## config.mk

```make
export PLATFORM = sky130hd
export DESIGN_NAME = spi_slave_move_rx
export DESIGN_NICKNAME = d
export VERILOG_FILES = /design/src/rtl/spi_slave_move_rx.sv
export SDC_FILE = /design/constraint.sdc
export NUM_CORES = 1
export LEC_CHECK = 0
export BUFFER_PORTS_ARGS = -buffer_cell sky130_fd_sc_hd__buf_2
export CORE_ASPECT_RATIO = 1.25
export CORE_UTILIZATION = 49
export CTS_CLUSTER_SIZE = 30
export DETAILED_ROUTE_END_ITERATION = 10
export HOLD_SLACK_MARGIN = 0.05
export PLACE_DENSITY = 0.81
export SYNTH_ARGS = -nofsm -noshare
export SYNTH_HDL_FRONTEND = slang
export SYNTH_SLANG_ARGS = --single-unit
export TNS_END_PERCENT = 100
```

## constraint.sdc

```tcl
create_clock -name clk -period 1.7 [get_ports clk]
set_clock_uncertainty 0.05 [all_clocks]
set_input_delay 0.17 -clock clk [delete_from_list [all_inputs] [get_ports clk]]
set_output_delay 0.17 -clock clk [all_outputs]
set_load 0.005 [all_outputs]
```

## src/rtl/spi_slave_move_rx.sv

```systemverilog
// SPI mode-0 slave that receives opponent moves (8-bit, MSB first) and
// returns a status byte on miso for every byte of the frame.
//
// Ports:
//   clk, rst_n          system clock (>= 8x sclk), async active-low reset
//   sclk, ss, mosi      SPI inputs from the external master (asynchronous)
//   miso, miso_oe       serial status out and its pad enable (ss low)
//   tx_status           status byte, loaded at frame start and per byte
//   move_ack            consumer acknowledge for the held move
//   move_valid          held move pending
//   move_player         01 = J1, 10 = J2
//   move_index          board cell index
//   frame_error         one-cycle pulse on aborted or illegal byte
//   overrun             sticky: accepted byte dropped while a move was held
//   busy                frame in progress (synchronized ss low)
//
// Optional: define MOVE_RANGE_CHECK_EN to reject indices >= NUM_CELLS.

module spi_slave_move_rx #(
    parameter int NUM_CELLS   = 9,
    parameter int SYNC_STAGES = 2
) (
    input  logic       clk,
    input  logic       rst_n,
    input  logic       sclk,
    input  logic       ss,
    input  logic       mosi,
    output logic       miso,
    output logic       miso_oe,
    input  logic [7:0] tx_status,
    input  logic       move_ack,
    output logic       move_valid,
    output logic [1:0] move_player,
    output logic [5:0] move_index,
    output logic       frame_error,
    output logic       overrun,
    output logic       busy
);

    if (SYNC_STAGES < 2) begin : g_bad_sync
        $error("SYNC_STAGES must be at least 2");
    end

    if (NUM_CELLS < 1 || NUM_CELLS > 64) begin : g_bad_cells
        $error("NUM_CELLS must be in 1..64");
    end

    // Input synchronizers
    logic [SYNC_STAGES-1:0] sclk_sync_q;
    logic [SYNC_STAGES-1:0] ss_sync_q;
    logic [SYNC_STAGES-1:0] mosi_sync_q;
    logic                   sclk_dly_q;
    logic                   ss_dly_q;

    always_ff @(posedge clk or negedge rst_n) begin
        if (!rst_n) begin
            sclk_sync_q <= '0;
            ss_sync_q   <= '1;
            mosi_sync_q <= '0;
            sclk_dly_q  <= 1'b0;
            ss_dly_q    <= 1'b1;
        end else begin
            sclk_sync_q <= {sclk_sync_q[SYNC_STAGES-2:0], sclk};
            ss_sync_q   <= {ss_sync_q[SYNC_STAGES-2:0], ss};
            mosi_sync_q <= {mosi_sync_q[SYNC_STAGES-2:0], mosi};
            sclk_dly_q  <= sclk_sync_q[SYNC_STAGES-1];
            ss_dly_q    <= ss_sync_q[SYNC_STAGES-1];
        end
    end

    logic sclk_s;
    logic ss_s;
    logic mosi_s;
    logic active;
    logic sclk_rise;
    logic sclk_fall;
    logic ss_fall;
    logic ss_rise;

    assign sclk_s    = sclk_sync_q[SYNC_STAGES-1];
    assign ss_s      = ss_sync_q[SYNC_STAGES-1];
    assign mosi_s    = mosi_sync_q[SYNC_STAGES-1];
    assign active    = ~ss_s;
    assign sclk_rise = sclk_s & ~sclk_dly_q;
    assign sclk_fall = ~sclk_s & sclk_dly_q;
    assign ss_fall   = ~ss_s & ss_dly_q;
    assign ss_rise   = ss_s & ~ss_dly_q;

    // Shift engine
    logic [2:0] cnt_q;
    logic [2:0] cnt_d;
    logic [7:0] rx_q;
    logic [7:0] rx_d;
    logic [7:0] tx_q;
    logic [7:0] tx_d;
    logic       skip_q;
    logic       skip_d;
    logic       done;
    logic [7:0] rx_byte;

    always_comb begin
        cnt_d   = cnt_q;
        rx_d    = rx_q;
        tx_d    = tx_q;
        skip_d  = skip_q;
        done    = 1'b0;
        rx_byte = {rx_q[6:0], mosi_s};
        if (ss_fall) begin
            cnt_d  = 3'd0;
            tx_d   = tx_status;
            skip_d = 1'b0;
        end else if (active) begin
            if (sclk_rise) begin
                rx_d = rx_byte;
                if (cnt_q == 3'd7) begin
                    done  = 1'b1;
                    cnt_d = 3'd0;
                    tx_d  = tx_status;
                    // The falling edge that ends this byte must not shift
                    // away the freshly reloaded MSB of the next byte.
                    skip_d = 1'b1;
                end else begin
                    cnt_d = cnt_q + 3'd1;
                end
            end else if (sclk_fall) begin
                if (skip_q) begin
                    skip_d = 1'b0;
                end else begin
                    tx_d = {tx_q[6:0], 1'b0};
                end
            end
        end else if (ss_rise) begin
            cnt_d  = 3'd0;
            skip_d = 1'b0;
        end
    end

    always_ff @(posedge clk or negedge rst_n) begin
        if (!rst_n) begin
            cnt_q  <= 3'd0;
            rx_q   <= 8'd0;
            tx_q   <= 8'd0;
            skip_q <= 1'b0;
        end else begin
            cnt_q  <= cnt_d;
            rx_q   <= rx_d;
            tx_q   <= tx_d;
            skip_q <= skip_d;
        end
    end

    // Byte decode
    logic [1:0] dec_player;
    logic [5:0] dec_index;
    logic       player_ok;
    logic       index_ok;
    logic       accept;
    logic       reject;
    logic       abort;

    assign dec_player = rx_byte[7:6];
    assign dec_index  = rx_byte[5:0];
    assign player_ok  = (dec_player == 2'b01) || (dec_player == 2'b10);

`ifdef MOVE_RANGE_CHECK_EN
    localparam logic [6:0] NumCellsW = 7'(NUM_CELLS);
    assign index_ok = ({1'b0, dec_index} < NumCellsW);
`else
    assign index_ok = 1'b1;
`endif

    assign accept = done & player_ok & index_ok;
    assign reject = done & ~(player_ok & index_ok);
    assign abort  = ss_rise & (cnt_q != 3'd0);

    // Holding register and handshake
    logic       valid_q;
    logic       valid_d;
    logic [1:0] player_q;
    logic [1:0] player_d;
    logic [5:0] index_q;
    logic [5:0] index_d;
    logic       ovr_q;
    logic       ovr_d;
    logic       ferr_q;
    logic       ferr_d;

    always_comb begin
        valid_d  = valid_q;
        player_d = player_q;
        index_d  = index_q;
        ovr_d    = ovr_q;
        ferr_d   = reject | abort;
        if (valid_q && move_ack) begin
            valid_d = 1'b0;
        end
        if (accept) begin
            if (valid_q && !move_ack) begin
                ovr_d = 1'b1;
            end else begin
                valid_d  = 1'b1;
                player_d = dec_player;
                index_d  = dec_index;
            end
        end
    end

    always_ff @(posedge clk or negedge rst_n) begin
        if (!rst_n) begin
            valid_q  <= 1'b0;
            player_q <= 2'd0;
            index_q  <= 6'd0;
            ovr_q    <= 1'b0;
            ferr_q   <= 1'b0;
        end else begin
            valid_q  <= valid_d;
            player_q <= player_d;
            index_q  <= index_d;
            ovr_q    <= ovr_d;
            ferr_q   <= ferr_d;
        end
    end

    assign miso        = active & tx_q[7];
    assign miso_oe     = active;
    assign busy        = active;
    assign move_valid  = valid_q;
    assign move_player = player_q;
    assign move_index  = index_q;
    assign frame_error = ferr_q;
    assign overrun     = ovr_q;

endmodule

```

==> run summary, run 1 <==
The total number of yosys warnings is 0. Setup repair after global routing could not meet its margin everywhere. The detail route stage leaves a number of antenna-violating nets equal to 0. The initial core utilization came out at 51.5%. The wire length of the first global-routing pass is 4770 µm. The critical path is of the flop to flop type.

The sequential share of the synthesized area came out at 58.0%. The count of TritonRoute iterations in the first routing pass came out at 4. The standard cell area after detailed placement came out at 0.00182 mm². The hold violation count in the final report is 0.

The floorplan die height came out at 66.8 µm. The class of the tightest hold or removal check is input port to flop. The detailed-route wire length per cell came out at 14.1 µm. In this run, the number of DRC markers left after iteration 0 of detailed routing was 20. At the pin with the least slew margin, the transition time is 470 ps.

The leakage component of the power came out at 0.00103 µW. The number of buffer and inverter stages on the critical path came out at 2. The data required time of the worst path came out at 1820 ps.

STA puts the critical path data arrival time at 1740 ps. After routing the design area is 0.00206 mm². The combined global-route utilization of all metal layers is 19.6%. The post-route netlist has 45.0% of its cells at a drive strength greater than 1. The TritonCTS sink count came out at 38. The library cell used most frequently in the layout, excluding fill and tap cells, is dfrtp_1.

The number of maximum-capacitance constraint violations is 0. The number of levels the H-tree was split into came out at 2. The number of antenna violations at the first check in global routing is 0. The via count of the first global-routing pass is 987. When the netlist entered floorplanning its net count stood at 142. The count of standard-cell rows came out at 23. The critical path goes through inv_1, ha_2, nor3b_4, buf_4, mux2_2. The buffer levels on the longest clock path is 2. In this run, CTS created clock tree buffers numbering 5. The weighted congestion reported at the end of routability-driven placement is 0.800. The root buffer cell chosen for the clock tree is clkbuf_8. The area of all sequential standard cells is 955 µm². TritonCTS built the clock tree. The run finished with clean final reports. Entering global routing, the biggest net connects 39 pins. The fmax came out at 616 MHz. The worst setup path is captured at a flop.

Global routing finished with a remaining overflow of 0. The number of endpoints failing setup at the final stage is 0. In the layout the commonest cells are 35 x dfrtp_1, 27 x buf_2, 15 x mux2_2. The latest clock arrival within the worst-skew pair came out at 290 ps. The final max-slew violation count is 0.

Yosys mapped the design onto 28 distinct sky130hd cell types. Using the TritonRoute via totals, the vias-per-cell ratio works out to 5.08. The quantity of I/O buffers inserted on ports came out at 27. From left edge to right edge, the die measures 53.9 µm. The delay of the slowest critical-path stage is 390 ps. The area occupied by multi-input gates came out at 669 µm². The number of storage elements in the synthesis netlist is 38. The maximum fanout along the worst path came out at 9. The total area inside the core boundary comes to 0.00319 mm².

The setup TNS came out at 0 ps. The post-synth design cell area is 0.00165 mm². The worst setup path is launched from a flop. The half-perimeter wire length of the detailed placement result came out at 1960 µm. The clock-pin slew reported for the worst setup and hold paths after clock tree synthesis came out at 80 ps. On the critical path the largest part of the delay comes from flip-flops. The number of DRC violations after detailed routing is 0. The time the final worst path needs with I/O delays and setup is 1620 ps.

Power spread over the standard cell area amounts to 941 mW/mm². The number of cells produced by synthesis came out at 123. The number of vias after detailed routing came out at 1046. The period utilization is 95.5%. Wires add up to 2900 µm.

The largest vdd supply drop came out at 0.000716 V. In this run the mean area of a mapped cell was 13.4 µm². The total of fill cells in the finished design is 229. The antenna cell count is 0.

The overall die area came out at 0.00360 mm². The area growth from synthesis to layout is 25.2%. The I/O pin total came out at 28. The worst max-slew margin expressed relative to the limit is 68.7%.

The slowest stage of the critical path is the dfrtp_1 cell. The number of nets in the layout is 187.
-- flip-flops by register name, summed over array words and instances (netlist names) --
signal and count:
rx_q 7, skip_q 1, move_valid 1, move_index 6
sclk_dly_q 1, frame_error 1, cnt_q 3, mosi_sync_q 2
move_player 2, overrun 1, tx_q 8, ss_sync_q 2
sclk_sync_q 2, ss_dly_q 1
-- path summary, 6_finish.rpt --
path / startpoint / to / depth (start not counted) / slack (ps)
min in group asynchronous: rst_n / tx_q[7]$_DFFE_PN0P_ / 3 / 400
max in group asynchronous: rst_n / ss_sync_q[1]$_DFF_PN1_ / 3 / 840
hold reg to reg: sclk_sync_q[0]$_DFF_PN0_ / sclk_sync_q[1]$_DFF_PN0_ / 0 / 300
hold / removal: tx_status[0] / tx_q[0]$_DFFE_PN0P_ / 3 / 90
setup reg to reg: sclk_dly_q$_DFF_PN0_ / rx_q[2]$_DFFE_PN0P_ / 5 / 80
setup / recovery: sclk_dly_q$_DFF_PN0_ / rx_q[2]$_DFFE_PN0P_ / 5 / 80
-- area by class of cell --
cell class	count	share of cell area, %
clock inverters	1	0.364
clock buffers	7	3.70
inverters	8	1.46
flip-flops and latches	38	46.3
multi-input cells	73	32.5
repair buffers	42	13.5
well taps	37	2.25
-- metrics by stage --
step                setup WS [ps]  total power [µW]  hold WS [ps]  utilization, %  cells
floorplan                    72.7              1230          -176               -    123
global placement             70.6              1290           184            57.1    188
detailed placement          -12.7              1320           193            57.1    188
CTS                         0.290              1920          84.5            61.1    200
global route               -0.572              2050           103            64.6    206
finish                       76.7              1940          93.0            64.6    206
-- kinds of logic (layout without fill, tap and decap cells) --
family	count (synthesis)	in the layout	share of synthesized area (%)
adders and majority gates	5	5	3.80
DFF	38	38	58.0
AOI/OAI and AO/OA	21	21	9.65
xor gates and xnor gates	1	1	0.532
muxes	22	22	14.5
buffers and inverters	12	58	4.33
and+or+nand+nor	24	24	9.19
-- cells in the mapped netlist --
| master | instances | area share [%] |
|---|---|---|
| o21bai_1 | 1 | 0.46 |
| nand2_1 | 4 | 0.91 |
| o41ai_4 | 1 | 1.7 |
| nor2b_2 | 1 | 0.53 |
| a21oi_1 | 7 | 2.1 |
| and2b_1 | 1 | 0.46 |
| xor2_1 | 1 | 0.53 |
| and2_1 | 1 | 0.38 |
| buf_6 | 3 | 2.1 |
| nand3_1 | 2 | 0.61 |
| nand4_4 | 1 | 1.3 |
| dfstp_2 | 3 | 4.8 |
| mux2i_1 | 7 | 4.3 |
| ha_1 | 5 | 3.8 |
| o21ai_0 | 6 | 1.8 |
| nor2_1 | 8 | 1.8 |
| inv_1 | 8 | 1.8 |
| nand2b_1 | 2 | 0.76 |
| buf_4 | 1 | 0.46 |
| nor2b_4 | 1 | 0.84 |
| dfrtp_1 | 35 | 53 |
| mux2_2 | 15 | 10 |
| nand3b_1 | 1 | 0.46 |
| nor3b_2 | 1 | 0.76 |
| a21oi_4 | 1 | 0.99 |
| a22o_1 | 4 | 2.1 |
| o31ai_1 | 1 | 0.46 |
| nor2b_1 | 1 | 0.38 |
-- worst register-to-register path: stages, from the launching register on --
cell,delay [ps]
dfrtp_1,390
inv_1,60
ha_2,210
nor3b_4,240
buf_4,220
mux2_2,350
-- layer usage --
metal / track usage, % / up-vias / routed length (µm)
met5: 0 / - / 0
met4: 10.9 / 0 / 69
met3: 6.16 / 7 / 104
met2: 29.5 / 21 / 1450
met1: 24.6 / 506 / 1270
li1: - / 512 / -
-- timing repair --
action | CTS | global route
setup endpoints to repair | 5 | 22
cloned | 0 | 1
pin swaps | 0 | 1
setup buffers | 0 | 5
endpoints found under the hold margin | 38 | 0
resized for setup | 1 | 14
hold buffers | 4 | 0
-- power by group --
group | internal [µW] | switching, µW
Clock | 290 | 306
Combinational | 146 | 121
Sequential | 1010 | 72.2
Total | 1440 | 498
Note: power is estimated with default switching activity, not from simulation.
==> inputs of run 2 (changes only) <==
--- a/config.mk
+++ b/config.mk
@@ -12,6 +12,7 @@
 export DETAILED_ROUTE_END_ITERATION = 10
 export HOLD_SLACK_MARGIN = 0.05
 export PLACE_DENSITY = 0.81
+export REMOVE_ABC_BUFFERS = 1
 export SYNTH_ARGS = -nofsm -noshare
 export SYNTH_HDL_FRONTEND = slang
 export SYNTH_SLANG_ARGS = --single-unit
==> run 2 against run 1 <==
Against the previous run:
- maximum frequency down 3.1%
- routed wire length grew 12%
- clock-buffer cell count did not move
- flip-flop and latch count unchanged
- die area did not move
- sequential power about the same
- first-iteration DRC count is 35% lower
- combinational power increased by 8.6%
- sequential share of layout area decreased by 0.96 points
- largest cell class unchanged
==> run summary, run 2 (synthesis gave the netlist of run 1 again) <==
The run finished with clean final reports. The initial core utilization came out at 51.5% (unchanged). The number of buffers inserted during clock tree synthesis came out at 5 (unchanged).

The overall power came out at 2000 µW (+3.2%). The share of power burned in registers is 53.9% (-1.6 points). The time the final worst path needs with I/O delays and setup is 1680 ps (+51.9 ps). The pre-CTS setup slack came out at -72.9 ps (-60.2 ps).

The share of layout cells above drive strength 1 came out at 50.0% (+5.0 points). The largest net degree at the start of global routing is 39 (unchanged). The overall die area came to 0.00360 mm² (unchanged). The post-detailed-route via-to-cell ratio came out at 5.28 (+3.9%).

The area growth from synthesis to layout is 27.9%. The clock-pin slew reported for the worst setup and hold paths after clock tree synthesis is 70 ps (about the same). The worst setup path is launched from a flop. The number of endpoints failing setup at the final stage was 0 (unchanged).

The combined global-route utilization of all metal layers was 21.5% (+1.9 points). The clock share of power came to 31.6% (+0.9 points). The count of TritonRoute iterations in the first routing pass is 4 (unchanged). The min-delay analysis places its worst path in the category input port to flop. The number of levels the H-tree was split into is 2 (unchanged).

The transition time of the tightest slew-check pin came out at 474 ps (+4.23 ps). The TritonCTS sink count was 38 (unchanged). The number of nets in the layout was 188 (+0.53%).

The initial detailed-routing violation count is 13 (-35%). The via count of the first global-routing pass is 1124 (+14%). The root buffer cell is clkbuf_8. The period utilization came out at 98.5% (+3.1 points). The signal arrival time at the worst endpoint is 1840 ps (+100 ps). The buffer levels on the longest clock path came out at 2 (unchanged).

The internal power is 1490 µW (+3.3%). The number of antenna violations at the first check in global routing came to 0 (unchanged). The final antenna-violating net count is 0 (unchanged).

The delay of the slowest critical-path stage is 410 ps (+20 ps). The met1 global-route usage is 25.4% (+0.82 points). The largest vdd supply drop was 0.000670 V (-6.5%).

The fmax came out at 597 MHz (-3.1%). The power per standard cell area came out at 951 mW/mm² (+1.1%). The switching power came out at 514 µW (+3.1%).

TritonCTS built the clock tree. The classification of the worst setup path is flop to flop. The latest clock arrival within the worst-skew pair is 290 ps (about the same). STA classifies the critical path endpoint as a flop.

The kind of cell with the highest combined delay on the critical path is compound AO/OA/AOI/OAI gates. The number of vias after detailed routing was 1092 (+4.4%). The post-detailed-routing wire length is 3240 µm (+12%). Setup repair after global routing could not meet its margin everywhere. The I/O pin total is 28 (unchanged). The floorplan die width came to 53.9 µm (unchanged).

met2 is the most crowded layer. More flip-flops sit in one register than any other, and that register is tx_q. The minimum setup slack in the final design is 24.8 ps (-51.9 ps). The detailed-route wire length per cell is 15.6 µm (+11%). The number of buffer and inverter stages on the critical path is 3 (+1). The number of DRC violations after detailed routing was 0 (unchanged). The most common cell after layout, fill and taps aside is dfrtp_1. The wire length of the first global-routing pass is 5200 µm (+9.0%).

The leakage component of the power is 0.00105 µW (+1.4%). The final max-slew violation count is 0 (unchanged). The hold violation count in the final report came to 0 (unchanged). The number of maximum-capacitance constraint violations came out at 0 (unchanged). The critical path goes through buf_6, inv_4, ha_4, o41ai_4, buf_6, nor2_2, a21oi_2. The standard cell area after detailed placement is 0.00182 mm² (-0.41%). The met3 global-route usage came out at 7.08% (+0.91 points).

The antenna cell count came out at 0 (unchanged). The flip-flop count of the largest register, all copies and words added came out at 8 (unchanged). The total global routing overflow came out at 0 (unchanged). The half-perimeter wire length of the detailed placement result came to 1960 µm (+0.40%). The worst max-slew margin expressed relative to the limit came out at 68.4% (-0.28 points). The met2 usage in global routing is 33.5% (+4.0 points). The count of standard-cell rows was 23 (unchanged).

The maximum fanout along the worst path came out at 8 (-1). The weighted congestion reported at the end of routability-driven placement is 0.803 (+0.35%). The total core area is 0.00319 mm² (unchanged). The combinational share of power came to 14.5% (+0.7 points).

The fraction of power spent switching nets came out at 25.7% (-0.034 points). The total of fill cells in the finished design came out at 230 (+0.44%). The setup TNS came out at 0 ps (unchanged). The data required time of the worst path is 1870 ps (+50 ps). The quantity of I/O buffers inserted on ports is 27 (unchanged). The floorplan die height is 66.8 µm (unchanged). In this design, the critical path's most frequently occurring cell is buf_6. For this design, the slowest cell found on the critical path is dfrtp_1. The final design instance area without fill came out at 0.00211 mm² (+2.1%). In the layout the commonest cells are 35 x dfrtp_1, 27 x buf_2, 15 x mux2_2.
run 2: changes by cell type in the layout (fill, tap and decap cells not counted), sizes merged:
cell,previous run,this run
clkinv,0,1
buf,38,39
clkinvlp,1,0
run 2: final cells by class:
cell class | count | area [µm²] | share of cell area [%]
tap | 37 | 46.3 | 2.20
clock buffer | 7 | 86.3 | 4.10
clock inverter | 1 | 5.00 | 0.238
sequential | 38 | 955 | 45.3
timing repair buffer | 43 | 289 | 13.7
multi-input combinational | 73 | 692 | 32.9
inverter | 8 | 32.5 | 1.54
run 2: worst register-to-register path: stages (launching register included):
cell and delay, ps:
dfrtp_1 410, buf_6 140, inv_4 50, ha_4 190
o41ai_4 400, buf_6 210, nor2_2 50, a21oi_2 110
run 2: final timing paths:
kind | start | endpoint | slack [ps] | cells after the start
min in group asynchronous | rst_n | sclk_sync_q[0]$_DFF_PN0_ | 420 | 3
worst min-delay path | tx_status[0] | tx_q[0]$_DFFE_PN0P_ | 70 | 3
worst min register to register | sclk_sync_q[0]$_DFF_PN0_ | sclk_sync_q[1]$_DFF_PN0_ | 300 | 0
worst max-delay path | sclk_sync_q[1]$_DFF_PN0_ | tx_q[1]$_DFFE_PN0P_ | 20 | 7
max in group asynchronous | rst_n | ss_sync_q[0]$_DFF_PN1_ | 830 | 3
worst max register to register | sclk_sync_q[1]$_DFF_PN0_ | tx_q[1]$_DFFE_PN0P_ | 20 | 7
run 2: power groups by stage:
| stage | Sequential [µW] | Clock, µW | Combinational (µW) |
|---|---|---|---|
| 2_1_floorplan | 1070 | 0 | 153 |
| 3_3_place_gp | 1080 | 0 | 207 |
| 3_5_place_dp | 1090 | 0 | 223 |
| 4_1_cts | 1070 | 649 | 257 |
| 5_1_grt | 1090 | 689 | 321 |
| 6_report | 1080 | 632 | 290 |
run 2: repair_timing:
| action | CTS | global route |
|---|---|---|
| hold buffers | 4 | 0 |
| gates cloned | 1 | 0 |
| hold endpoints to repair | 38 | 0 |
| pin swaps | 4 | 5 |
| setup endpoints to repair | 8 | 22 |
| resized for setup | 10 | 14 |
| buffers inserted | 5 | 2 |
run 2: routing by layer:
layer / vias up / share of wire, %
met5: - / 0
met1: 535 / 39
li1: 516 / -
met4: 0 / 4.6
met2: 27 / 52
met3: 14 / 3.8
run 2: through the flow:
step / cells / hold WS [ps] / util [%]
after floorplan: 119 / -176 / -
after global placement: 187 / 180 / 56.9
after detailed placement: 187 / 196 / 56.9
after CTS: 205 / 78.8 / 63.4
after global routing: 207 / 93.6 / 65.9
final: 207 / 74.2 / 65.9
==> inputs of run 3 (changes only) <==
--- a/config.mk
+++ b/config.mk
@@ -11,7 +11,7 @@
 export CTS_CLUSTER_SIZE = 30
 export DETAILED_ROUTE_END_ITERATION = 10
 export HOLD_SLACK_MARGIN = 0.05
-export PLACE_DENSITY = 0.81
+export PLACE_DENSITY = 0.74
 export REMOVE_ABC_BUFFERS = 1
 export SYNTH_ARGS = -nofsm -noshare
 export SYNTH_HDL_FRONTEND = slang
==> run 3 against run 2 <==
Against the previous run:
- clock-buffer cell count fell by 1
- largest cell class unchanged
- highest routed layer unchanged
- total power increased by 4.5%
- clock power up 19%
- worst setup slack lost 23 ps
- sequential power about the same
- sequential share of layout area increased by 0.79 points
- critical path depth is the same
- final cell count down 1.4%
- critical endpoint is now tx_q[5]$_DFFE_PN0P_
- non-clock buffer count decreased by 3
- first-iteration DRC count up 38%
==> run summary, run 3 (synthesis gave the netlist of run 1 again) <==
The worst setup path is captured at a flop. The worst max-slew margin expressed relative to the limit came out at 73.7% (+5.3 points). The maximum fanout along the worst path was 8 (unchanged). The largest vdd supply drop came out at 0.000877 V (+31%). The total of fill cells in the finished design is 241 (+4.8%).

The post-detailed-route via-to-cell ratio is 5.11 (-3.2%). The weighted congestion reported at the end of routability-driven placement came out at 0.752 (-6.4%). The worst slack on hold paths is 70.1 ps (-4.05 ps). The final max-slew violation count came out at 0 (unchanged). The number of endpoints failing setup at the final stage came to 0 (unchanged). The wire length of the first global-routing pass is 4640 µm (-11%). The clock share of power came out at 35.9% (+4.3 points). The share of power burned in registers came out at 51.4% (-2.5 points). Leaving out fill and tap cells, the most frequent cells in the layout are 35 x dfrtp_1, 27 x buf_2, 15 x mux2_2. The final antenna-violating net count is 0 (unchanged).

The number of levels the H-tree was split into is 2 (unchanged). The overall die area is 0.00360 mm² (unchanged). The area occupied by multi-input gates is 653 µm² (-5.6%). STA classifies the critical path startpoint as a flop.

The initial core utilization is 51.5% (unchanged). The largest net degree at the start of global routing came out at 39 (unchanged). The TritonCTS sink count was 38 (unchanged). The final design instance area without fill is 0.00207 mm² (-1.7%). The combined global-route utilization of all metal layers is 19.0% (-2.5 points).

The area growth from synthesis to layout came out at 25.7%. The register name with the most flops is tx_q. The floorplan die width was 53.9 µm (unchanged). The antenna cell count was 0 (unchanged). The class of the tightest hold or removal check is input port to flop. The area of all sequential standard cells is 955 µm² (unchanged). The fmax came out at 589 MHz (-1.3%). The number of nets in the layout is 185 (-1.6%). The internal power is 1590 µW (+6.6%). The count of standard-cell rows is 23 (unchanged). The time the final worst path needs with I/O delays and setup came out at 1700 ps (+22.6 ps). The number of maximum-capacitance constraint violations is 0 (unchanged).

The number of antenna violations at the first check in global routing is 0 (unchanged). The flow ran to the end, and the final reports show no timing, DRC or antenna violations. The final standard cell count with taps included and fillers excluded was 204 (-1.4%). The combinational share of power came out at 12.7% (-1.8 points). The buffer levels on the longest clock path came out at 2 (unchanged). The TritonCTS clock tree is built. CTS placed an instance of clkbuf_8 at the clock tree root. The standard cell area after detailed placement is 0.00184 mm² (+1.1%). The I/O pin total came to 28 (unchanged). The flip-flop count of the largest register, all copies and words added came out at 8 (unchanged).

The period utilization was 99.9% (+1.3 points). The via count of the first global-routing pass came out at 985 (-12%). The latest clock arrival within the worst-skew pair came out at 290 ps (about the same). The total global routing overflow was 0 (unchanged).

The power per standard cell area came to 1010 mW/mm² (+6.3%). The transition time of the tightest slew-check pin is 394 ps (-80.8 ps). The total core area is 0.00319 mm² (unchanged). The signal arrival time at the worst endpoint is 1870 ps (+30 ps).

The post-detailed-routing wire length is 2900 µm (-11%). The hold violation count in the final report is 0 (unchanged). The number of placed cells counting well taps is 188 (+0.53%).

The leakage component of the power is 0.00104 µW (-1.2%). The count of TritonRoute iterations in the first routing pass came out at 4 (unchanged). The number of buffers inserted during clock tree synthesis is 5 (unchanged).

The share of the core filled with cells in the final layout is 64.8% (-1.1 points). The half-perimeter wire length of the detailed placement result came out at 1930 µm (-1.9%). Setup repair after global routing could not meet its margin everywhere. The share of layout cells above drive strength 1 came to 44.9% (-5.1 points).

The number of vias after detailed routing came to 1042 (-4.6%). Leaving out fill and tap cells, the most frequent cell in the layout is dfrtp_1. The fraction of power spent switching nets is 24.2% (-1.5 points).

The critical path is of the flop to flop type. The detailed-route wire length per cell is 14.2 µm (-9.2%). The quantity of I/O buffers inserted on ports is 27 (unchanged). The clock-pin slew reported for the worst setup and hold paths after clock tree synthesis came to 70 ps (about the same). The initial detailed-routing violation count was 18 (+5). The switching power came to 505 µW (-1.6%). The floorplan die height is 66.8 µm (unchanged). The data required time of the worst path is 1880 ps (about the same). The number of DRC violations after detailed routing is 0 (unchanged).
run 3: area by class of cell:
type	count	share of cell area (%)
Multi-Input combinational cell	73	31.6
Sequential cell	38	46.1
Tap cell	37	2.24
Clock buffer	6	3.51
Clock inverter	2	1.81
Timing Repair Buffer	40	13.3
Inverter	8	1.45
run 3: metrics by stage:
stage          TNS [ps]  power, µW  setup slack (ps)
4_1_cts               0       2080              31.6
6_report              0       2090              2.17
3_5_place_dp          0       1320              15.1
5_1_grt            -694       2200             -50.9
3_3_place_gp          0       1300              80.9
2_1_floorplan     -4080       1220              -351
run 3: power by group through the flow:
stage	Combinational (µW)	Sequential, µW	Clock (µW)
global placement	213	1080	0
finish	265	1080	751
detailed placement	229	1090	0
CTS	238	1070	769
floorplan	153	1070	0
global route	296	1090	814
run 3: worst paths after layout:
path	start	end	slack, ps	cells past startpoint
min reg2reg	sclk_sync_q[0]$_DFF_PN0_	sclk_sync_q[1]$_DFF_PN0_	300	0
min	tx_status[0]	tx_q[0]$_DFFE_PN0P_	70	3
max reg2reg	sclk_sync_q[1]$_DFF_PN0_	tx_q[5]$_DFFE_PN0P_	2	7
max	sclk_sync_q[1]$_DFF_PN0_	tx_q[5]$_DFFE_PN0P_	2	7
min in group asynchronous	rst_n	move_player[0]$_DFFE_PN0P_	310	3
max in group asynchronous	rst_n	ss_sync_q[0]$_DFF_PN1_	1040	3
run 3: timing repair:
item                                   CTS  global route
gates resized for setup                  1            13
setup endpoints to repair                2            22
gates cloned                             0             1
pin swaps                                0             2
endpoints found under the hold margin   41             0
buffers inserted                         0             3
hold buffers                             4             0
run 3: per-layer routing:
metal  GRT usage (%)  vias up  wire, µm
li1                -      506         -
met1            23.4      507      1250
met2            28.1       21      1460
met3            6.16        8       106
met4            11.8        0        83
met5               0        -         0
run 3: critical path, stage by stage (launching register included):
cell     delay (ps)
dfrtp_1         420
ha_2            200
buf_6           120
nor2b_4         130
o41ai_4         330
buf_4           230
nor2_1           50
a21oi_1         100
